### src/rtl/dct_pkg.sv
// Shared constants, vector types and the output rescaling helper for the
// 2-D DCT datapath.
package dct_pkg;

  localparam int DCT_N            = 8;
  localparam int DCT_IN_BITWIDTH  = 20;
  localparam int DCT_SHIFT        = 0;
  localparam int DCT_OUT_BITWIDTH = DCT_IN_BITWIDTH - DCT_SHIFT;
  localparam int CALC_BITWIDTH    = 64;

  typedef logic signed [DCT_IN_BITWIDTH-1:0]  in_elem_t;
  typedef logic signed [DCT_OUT_BITWIDTH-1:0] out_elem_t;
  typedef in_elem_t  [DCT_N-1:0] row_vec_t;
  typedef out_elem_t [DCT_N-1:0] col_vec_t;

  // Round-half-up right shift followed by saturation to out_bitwidth bits;
  // the wide working width leaves headroom for the rounding bias.
  function automatic logic signed [CALC_BITWIDTH-1:0] round_shift_sat(
    input logic signed [CALC_BITWIDTH-1:0] x,
    input int                              shift,
    input int                              out_bitwidth
  );
    logic signed [CALC_BITWIDTH-1:0] v;
    logic signed [CALC_BITWIDTH-1:0] max_val;
    logic signed [CALC_BITWIDTH-1:0] min_val;
    max_val = (64'sd1 <<< (out_bitwidth - 1)) - 64'sd1;
    min_val = -(64'sd1 <<< (out_bitwidth - 1));
    if (shift == 0) begin
      v = x;
    end else begin
      v = (x + (64'sd1 <<< (shift - 1))) >>> shift;
      if (v > max_val) v = max_val;
      if (v < min_val) v = min_val;
    end
    return v;
  endfunction

endpackage

### src/rtl/dct_transpose_buffer_bank.sv
// One N x N storage bank: a whole row is written at once, a whole column is
// read combinationally.
module transpose_bank
  import dct_pkg::*;
#(
  parameter int N     = DCT_N,
  parameter int WIDTH = DCT_IN_BITWIDTH
) (
  input  logic                   clk,
  input  logic                   wr_en,
  input  logic [$clog2(N)-1:0]   wr_row,
  input  logic [N*WIDTH-1:0]     wr_line,
  input  logic [$clog2(N)-1:0]   rd_col,
  output logic [N*WIDTH-1:0]     rd_line
);

  logic [WIDTH-1:0] mem [N][N];

  always_ff @(posedge clk) begin
    if (wr_en) begin
      for (int k = 0; k < N; k++) begin
        mem[wr_row][k] <= wr_line[k*WIDTH +: WIDTH];
      end
    end
  end

  always_comb begin
    rd_line = '0;
    for (int r = 0; r < N; r++) begin
      rd_line[r*WIDTH +: WIDTH] = mem[r][rd_col];
    end
  end

endmodule

### src/rtl/dct_transpose_buffer.sv
// Ping-pong transpose buffer between the row and column passes of the 2-D
// DCT: rows go into one bank while the other bank is read out by columns.
module dct_transpose_buffer
  import dct_pkg::*;
#(
  parameter int MATRIX_SIZE  = DCT_N,
  parameter int IN_BITWIDTH  = DCT_IN_BITWIDTH,
  parameter int SHIFT        = DCT_SHIFT,
  parameter int OUT_BITWIDTH = IN_BITWIDTH - SHIFT
) (
  input  logic                                clk,
  input  logic                                n_rst,
  input  logic [MATRIX_SIZE*IN_BITWIDTH-1:0]  i_line,
  input  logic                                i_valid,
  output logic                                o_ready,
  output logic [MATRIX_SIZE*OUT_BITWIDTH-1:0] o_line,
  output logic                                o_valid,
  output logic                                o_first,
  input  logic                                i_ready
);

  localparam int PTR_W = $clog2(MATRIX_SIZE);
  localparam logic [PTR_W-1:0] LAST = PTR_W'(MATRIX_SIZE - 1);

  logic [1:0]       full;
  logic [1:0]       full_next;
  logic             wr_bank;
  logic             rd_bank;
  logic [PTR_W-1:0] wr_row;
  logic [PTR_W-1:0] rd_col;
  logic             write_fire;
  logic             read_fire;
  logic             write_last;
  logic             read_last;

  logic [MATRIX_SIZE*IN_BITWIDTH-1:0] bank_line [2];
  logic [MATRIX_SIZE*IN_BITWIDTH-1:0] sel_line;

  assign o_ready    = !full[wr_bank];
  assign o_valid    = full[rd_bank];
  assign o_first    = o_valid && (rd_col == '0);
  assign write_fire = i_valid && o_ready;
  assign read_fire  = o_valid && i_ready;
  assign write_last = write_fire && (wr_row == LAST);
  assign read_last  = read_fire && (rd_col == LAST);

  // Completing a write and a read in the same cycle always involves
  // different banks, so both flag updates can apply together.
  always_comb begin
    full_next = full;
    if (write_last) full_next[wr_bank] = 1'b1;
    if (read_last)  full_next[rd_bank] = 1'b0;
  end

  always_ff @(posedge clk) begin
    if (!n_rst) begin
      full    <= 2'b00;
      wr_bank <= 1'b0;
      rd_bank <= 1'b0;
      wr_row  <= '0;
      rd_col  <= '0;
    end else begin
      full <= full_next;
      if (write_fire) begin
        if (write_last) begin
          wr_row  <= '0;
          wr_bank <= ~wr_bank;
        end else begin
          wr_row <= wr_row + PTR_W'(1);
        end
      end
      if (read_fire) begin
        if (read_last) begin
          rd_col  <= '0;
          rd_bank <= ~rd_bank;
        end else begin
          rd_col <= rd_col + PTR_W'(1);
        end
      end
    end
  end

  for (genvar b = 0; b < 2; b++) begin : g_bank
    transpose_bank #(
      .N     (MATRIX_SIZE),
      .WIDTH (IN_BITWIDTH)
    ) u_bank (
      .clk     (clk),
      .wr_en   (write_fire && (wr_bank == 1'(b))),
      .wr_row  (wr_row),
      .wr_line (i_line),
      .rd_col  (rd_col),
      .rd_line (bank_line[b])
    );
  end

  assign sel_line = bank_line[rd_bank];

  always_comb begin
    o_line = '0;
    for (int r = 0; r < MATRIX_SIZE; r++) begin
      o_line[r*OUT_BITWIDTH +: OUT_BITWIDTH] = OUT_BITWIDTH'(round_shift_sat(
        CALC_BITWIDTH'($signed(sel_line[r*IN_BITWIDTH +: IN_BITWIDTH])),
        SHIFT, OUT_BITWIDTH));
    end
  end

endmodule

### config.mk
export PLATFORM = sky130hd
export DESIGN_NAME = dct_transpose_buffer
export DESIGN_NICKNAME = d
export VERILOG_FILES = /design/src/rtl/dct_pkg.sv /design/src/rtl/dct_transpose_buffer_bank.sv /design/src/rtl/dct_transpose_buffer.sv
export SDC_FILE = /design/constraint.sdc
export NUM_CORES = 2
export LEC_CHECK = 0
export ABC_AREA = 0
export BUFFER_PORTS_ARGS = -buffer_cell sky130_fd_sc_hd__buf_2
export CELL_PAD_IN_SITES_DETAIL_PLACEMENT = 0
export CELL_PAD_IN_SITES_GLOBAL_PLACEMENT = 1
export CORE_UTILIZATION = 55
export DETAILED_ROUTE_END_ITERATION = 8
export PLACE_DENSITY_LB_ADDON = 0.1
export SYNTH_ARGS = -nofsm -noshare
export SYNTH_HDL_FRONTEND = slang
export SYNTH_HIERARCHICAL = 1
export SYNTH_SLANG_ARGS = --single-unit
### constraint.sdc
create_clock -name clk -period 15.16 [get_ports clk]
set_input_delay 1.516 -clock clk [delete_from_list [all_inputs] [get_ports clk]]
set_output_delay 1.516 -clock clk [all_outputs]
set_load 0.1 [all_outputs]
## Word level (Yosys, flattened, before mapping)

Memories as Yosys holds them, arrays and structs flattened.
Cells that the tools add are included.

- Bits in registers: 10
- Memory bits (writable): 2560
- Bits of input ports: 164
- Output and inout bits: 163
- Word-level logic and storage cells: 104
- Memories kept: 2

- Add/sub/neg operators: 2
- $lt $le $gt $ge: 6
- Eq/ne operators: 2
- Muxes and demuxes: 67
- Bitwise operators: 7
- Reduce and logical (&&, ||, !) cells: 13

Memories:

| name | depth | bits a word | rd ports | clocked after Yosys merged registers in | write ports | RTL line | RTL |
|---|---|---|---|---|---|---|---|
| g_bank[0].u_bank.mem | 8 | 160 | 8 | 0 | 1 | dct_transpose_buffer_bank.sv:17 | `logic [WIDTH-1:0] mem [N][N];` |
| g_bank[1].u_bank.mem | 8 | 160 | 8 | 0 | 1 | dct_transpose_buffer_bank.sv:17 |  |

Operators with widths:

| cell | count |
|---|---|
| $bmux W20 S3 | 16 |
| $mux W20 | 32 |
| $mux W160 | 3 |
| $mux W1 | 10 |
| $logic_and A1 B1 Y1 | 9 |
| $add A3 B1 Y3 const B | 2 |
| $eq A3 B3 Y1 const B | 2 |
| $mux W3 | 2 |
| $ge A4 B4 Y1 const B | 1 |
| $lt A1 B2 Y1 const B | 2 |
| $mux W2 | 2 |
| $not A3 Y4 | 1 |
| $reduce_and A2 Y1 | 2 |
| $logic_not A3 Y1 | 1 |
| $and A2 B2 Y2 | 1 |
| $demux W1 S1 | 2 |
| $ge A1 B1 Y1 const B | 2 |
| $ge A2 B2 Y1 const B | 1 |
| $not A1 Y1 | 2 |
| $not A1 Y2 | 1 |
| $not A2 Y2 | 1 |
| $or A2 B2 Y2 | 1 |
| $logic_not A1 Y1 | 1 |

## Logic depth before layout (Yosys ltp)

- Word-level depth: 8
- Gate-level depth with buffers: 6
- Gate-level depth less buffers: 5

## Cells and area by module

Netlist, hierarchy kept.

By module, submodules not included:

| module | instances | cells each | area each (um^2) | sequential area each (um^2) |
|---|---|---|---|---|
| transpose_bank (g_bank[1].u_bank) | 1 | 1863 | 49124.6 | 38436.9 |
| transpose_bank (g_bank[0].u_bank) | 1 | 1863 | 49122.1 | 38436.9 |
| dct_transpose_buffer | 1 | 237 | 2745.1 | 200.2 |

## Worst setup path before layout

OpenSTA, ideal clock, no wires.

- Kind: input to register
- Start point: in i_valid
- End point: mem g_bank[0].u_bank/mem[2][0] in the netlist's numbering (enable)
- Library setup time: 0.875 ns
- Data arrival time: 12.645 ns
- Setup slack: 1.640 ns
- Stages: 4
- Buffers on the path: 0
- Cells stage by stage: inv_1 nor3_1 nand2_1 nor3_1

- Word-level cells in the longest chain between the ends: 4

Ends and longest elaborated chain:

| element | RTL line | RTL |
|---|---|---|
| start: declaration | dct_transpose_buffer.sv:14 | `input logic i_valid,` |
| $logic_and A1 B1 Y1 | dct_transpose_buffer.sv:42 | `assign write_fire = i_valid && o_ready;` |
| $logic_and A1 B1 Y1 | dct_transpose_buffer.sv:89 | `.wr_en (write_fire && (wr_bank == 1'(b))),` |
| $mux W1 | dct_transpose_buffer_bank.sv:20 | `if (wr_en) begin` |
| $mux W1 (implied by the code) | dct_transpose_buffer_bank.sv:22 | `mem[wr_row][k] <= wr_line[k*WIDTH +: WIDTH];` |
| end: declaration | dct_transpose_buffer_bank.sv:17 |  |

No other way between the ends.

==> results.yml <==
status:
  outcome: "complete, no violations"
worst_setup_path:
  crit_fanout: 117
  end_kind: "output port"
  worstSetupPathType: "reg2out"
  crit_path_start_kind: "register"
  r2r_end: "g_bank[1].u_bank/mem[3][119]"
  r2r_cells: 7
  reg2reg_slack_ns: 11.31
  r2r_start: "wr_bank"
  required_ns: 13.64
  arrival_ns: 5.50
clock_network:
  numCtsBuffers: 281
  cts_max_level: 5
  ctsHoldBuffers: 0
  clock_path_buffers: 4
  cts_tree: "yes"
  clk_latency_ns: 0.90
  clock-sinks: 2570
  post-cts-setup-buffers: 0
  cts_resized: 0
  cts.reportedPaths.clkPinSlew_ns: 0.06
  cts-root-buf: "clkbuf_16"
timing:
  fin_setup_tns_ns: 0
  hold_viol_final: 0
  hold_ws_ns: 0.5603
  slew_viol_final: 0
  worst_slew_pin_slew_ns: 1.389
  skew_ns: 0.02544
  max_slew_margin: 0.07368
  setup_viol: 0
  rsz0062_at_grt: "false"
  period_share: 0.4627
  fmax_ghz: 0.1426
  fin_crit_ns: 7.014
floorplan:
  die_y_um: 430.5
  io-pin-count: 327
  initial_core_util: 0.5564
  die_area_um2: 185300
  num_rows: 156
  die_x_um: 430.5
  core_um2: 181500
layout:
  final_layout_size_suffix_gt1_frac: 0.3039
  multi_input_area_um2: 22370
  instances_no_fill: 7003
  fin_nets: 4606
  area.growth.synth_to_final_pct: 12.00
  fill_cells: 12256
  seqCellArea_um2: 77090
  final_area_um2: 113100
place:
  dp_cells: 6524
  dpl_cell_area_um2: 104700
  gp_congestion: 0.7224
  port_buffers: 326
  dp_hpwl_mm: 110.0
pwr:
  cellLeakagePower_nw: 35.80
  max-vdd-ir-drop_v: 0.0001306
  power.density_nw_per_um2: 128.8
route:
  routed-via-count: 43394
  vias_per_cell: 6.196
  drc: 0
  ant_nets: 0
  drtIter0Drc: 3390
  routed_wl_mm: 210.0
  drt_pass1_iterations: 5
  post_drt_wl_per_cell_um: 29.98
global_route:
  gr-total-overflow: 0
  grtUsageMet1: 0.3160
  grt_pass1_wl_mm: 304.7
  grt_util_met3: 0.03917
  globalRouteMet2Util: 0.3776
  antenna_found_initial: 26
  grt_pass1_vias: 44453
  grt_max_degree: 161
  top_usage_layer: "met2"
  grt_use_total: 0.2277
logic_synthesis:
  ys_seq_area_frac: 0.7632
  synth_cells: 3963
  ys_seq_elements: 2570
  yosysTopAreaCellShare: 0.7612
  synth_nets: 4132
  yosys-top-cells-area: "edfxtp_1 (76%), mux4_1 (12%), mux2_2 (4.6%), mux4_2 (3.7%), mux2_4 (1.0%)"
  yosysTopAreaCell: "edfxtp_1"
  avgSynthCellArea_um2: 25.48
  synth_area_um2: 101000
  synth_cell_types: 26
  yosys_warnings: 6
min_path:
  min_path_cells: 2
  min_to: "full[1]"
  holdCritPathClass: "reg2reg"
  worstHoldStart: "full[1]"
job:
  maxCapViolCount: 0
-- cell usage after synthesis --
| cell | count |
|---|---|
| dfxtp_1 | 10 |
| a21oi_1 | 1 |
| edfxtp_1 | 2560 |
| ha_1 | 5 |
| nand2_1 | 17 |
| nand3b_1 | 3 |
| clkbuf_1 | 76 |
| mux2i_1 | 7 |
| buf_12 | 6 |
| mux4_2 | 168 |
| nand4_1 | 1 |
| buf_1 | 22 |
| inv_1 | 4 |
| buf_6 | 9 |
| mux2_4 | 67 |
| nor3_1 | 5 |
| nand2b_1 | 7 |
| and3b_1 | 1 |
| buf_2 | 24 |
| nand3_1 | 1 |
| buf_8 | 62 |
| a31oi_1 | 1 |
| o221a_2 | 2 |
| nor2_1 | 18 |
| mux2_2 | 414 |
| mux4_1 | 472 |
-- worst max-delay path, stage by stage (launching register included) --
cell and delay (ns):
dfxtp_4 0.45, buf_12 0.65, buf_4 0.79, buf_4 0.88
mux4_1 0.68, mux2_2 0.28, mux2_4 0.29, buf_2 0.30
-- power breakdown --
part | switching [mW] | internal [mW]
sequential | 0.0145 | 7.90
clock | 2.58 | 3.73
combinational | 0.278 | 0.0560
-- stage by stage --
step | power [mW] | utilization | setup WS [ns]
after floorplan | 8.221 | - | 1.640
after global placement | 8.405 | 0.5767 | 9.047
after detailed placement | 8.412 | 0.5767 | 9.049
after CTS | 14.72 | 0.6230 | 8.079
after global routing | 14.99 | 0.6230 | 7.881
final | 14.57 | 0.6231 | 8.146
-- per-layer routing --
layer  routed length [um]  vias to the layer above
li1                     -                    18457
met1                89370                    23504
met2               105800                     1082
met3                10160                      341
met4                 4617                       10
met5                   67                        -
-- cells in the final DEF (no fill, tap or decap), types with 7 or more instances in the layout --
master	count
buf_12	11
buf_2	326
buf_4	53
bufinv_16	15
clkbuf_1	71
clkbuf_16	289
clkinv_1	56
clkinv_2	35
diode_2	7
edfxtp_1	2560
mux2_2	414
mux2_4	67
mux2i_1	7
mux4_1	472
mux4_2	168
nand2_1	17
nand2b_1	7
nor2_4	12
-- state kept, by name, summed over array words and instances, names as in the netlist --
register,flops
wr_bank,1
full,2
rd_bank,1
rd_col,3
wr_row,3
g_bank.u_bank/mem,2560
-- area by class of cell --
class | instances | area share
sequential | 2570 | 0.6816
multi-input combinational | 1190 | 0.1978
clock buffer | 362 | 0.06654
tap | 2370 | 0.02622
timing repair buffer | 390 | 0.01989
clock inverter | 110 | 0.007699
antenna | 7 | 0.0001549
inverter | 4 | 0.0001327
-- logic make-up (layout without fill, tap and decap cells) --
logic type | Yosys count | in the layout | synth area share
fa+ha+maj | 5 | 5 | 0.0006195
mux | 1128 | 1128 | 0.2171
simple gates | 53 | 53 | 0.002403
compound gates | 4 | 4 | 0.0003345
flops | 2570 | 2570 | 0.7632
other cells | 0 | 7 | 0
buf+inv | 203 | 866 | 0.01639
-- worst max path at each step --
stage,start,to,slack (ns),depth (start not counted)
finish,rd_col[0],o_line[113],8.15,7
global route,rd_col[0],o_line[11],7.88,7
CTS,rd_col[0],o_line[153],8.08,7
detailed placement,rd_col[0],o_line[113],9.05,7
global placement,rd_col[0],o_line[11],9.05,7
floorplan,i_valid,g_bank[0].u_bank/mem[2][0],1.64,4
Note: power is estimated with default switching activity, not from simulation.
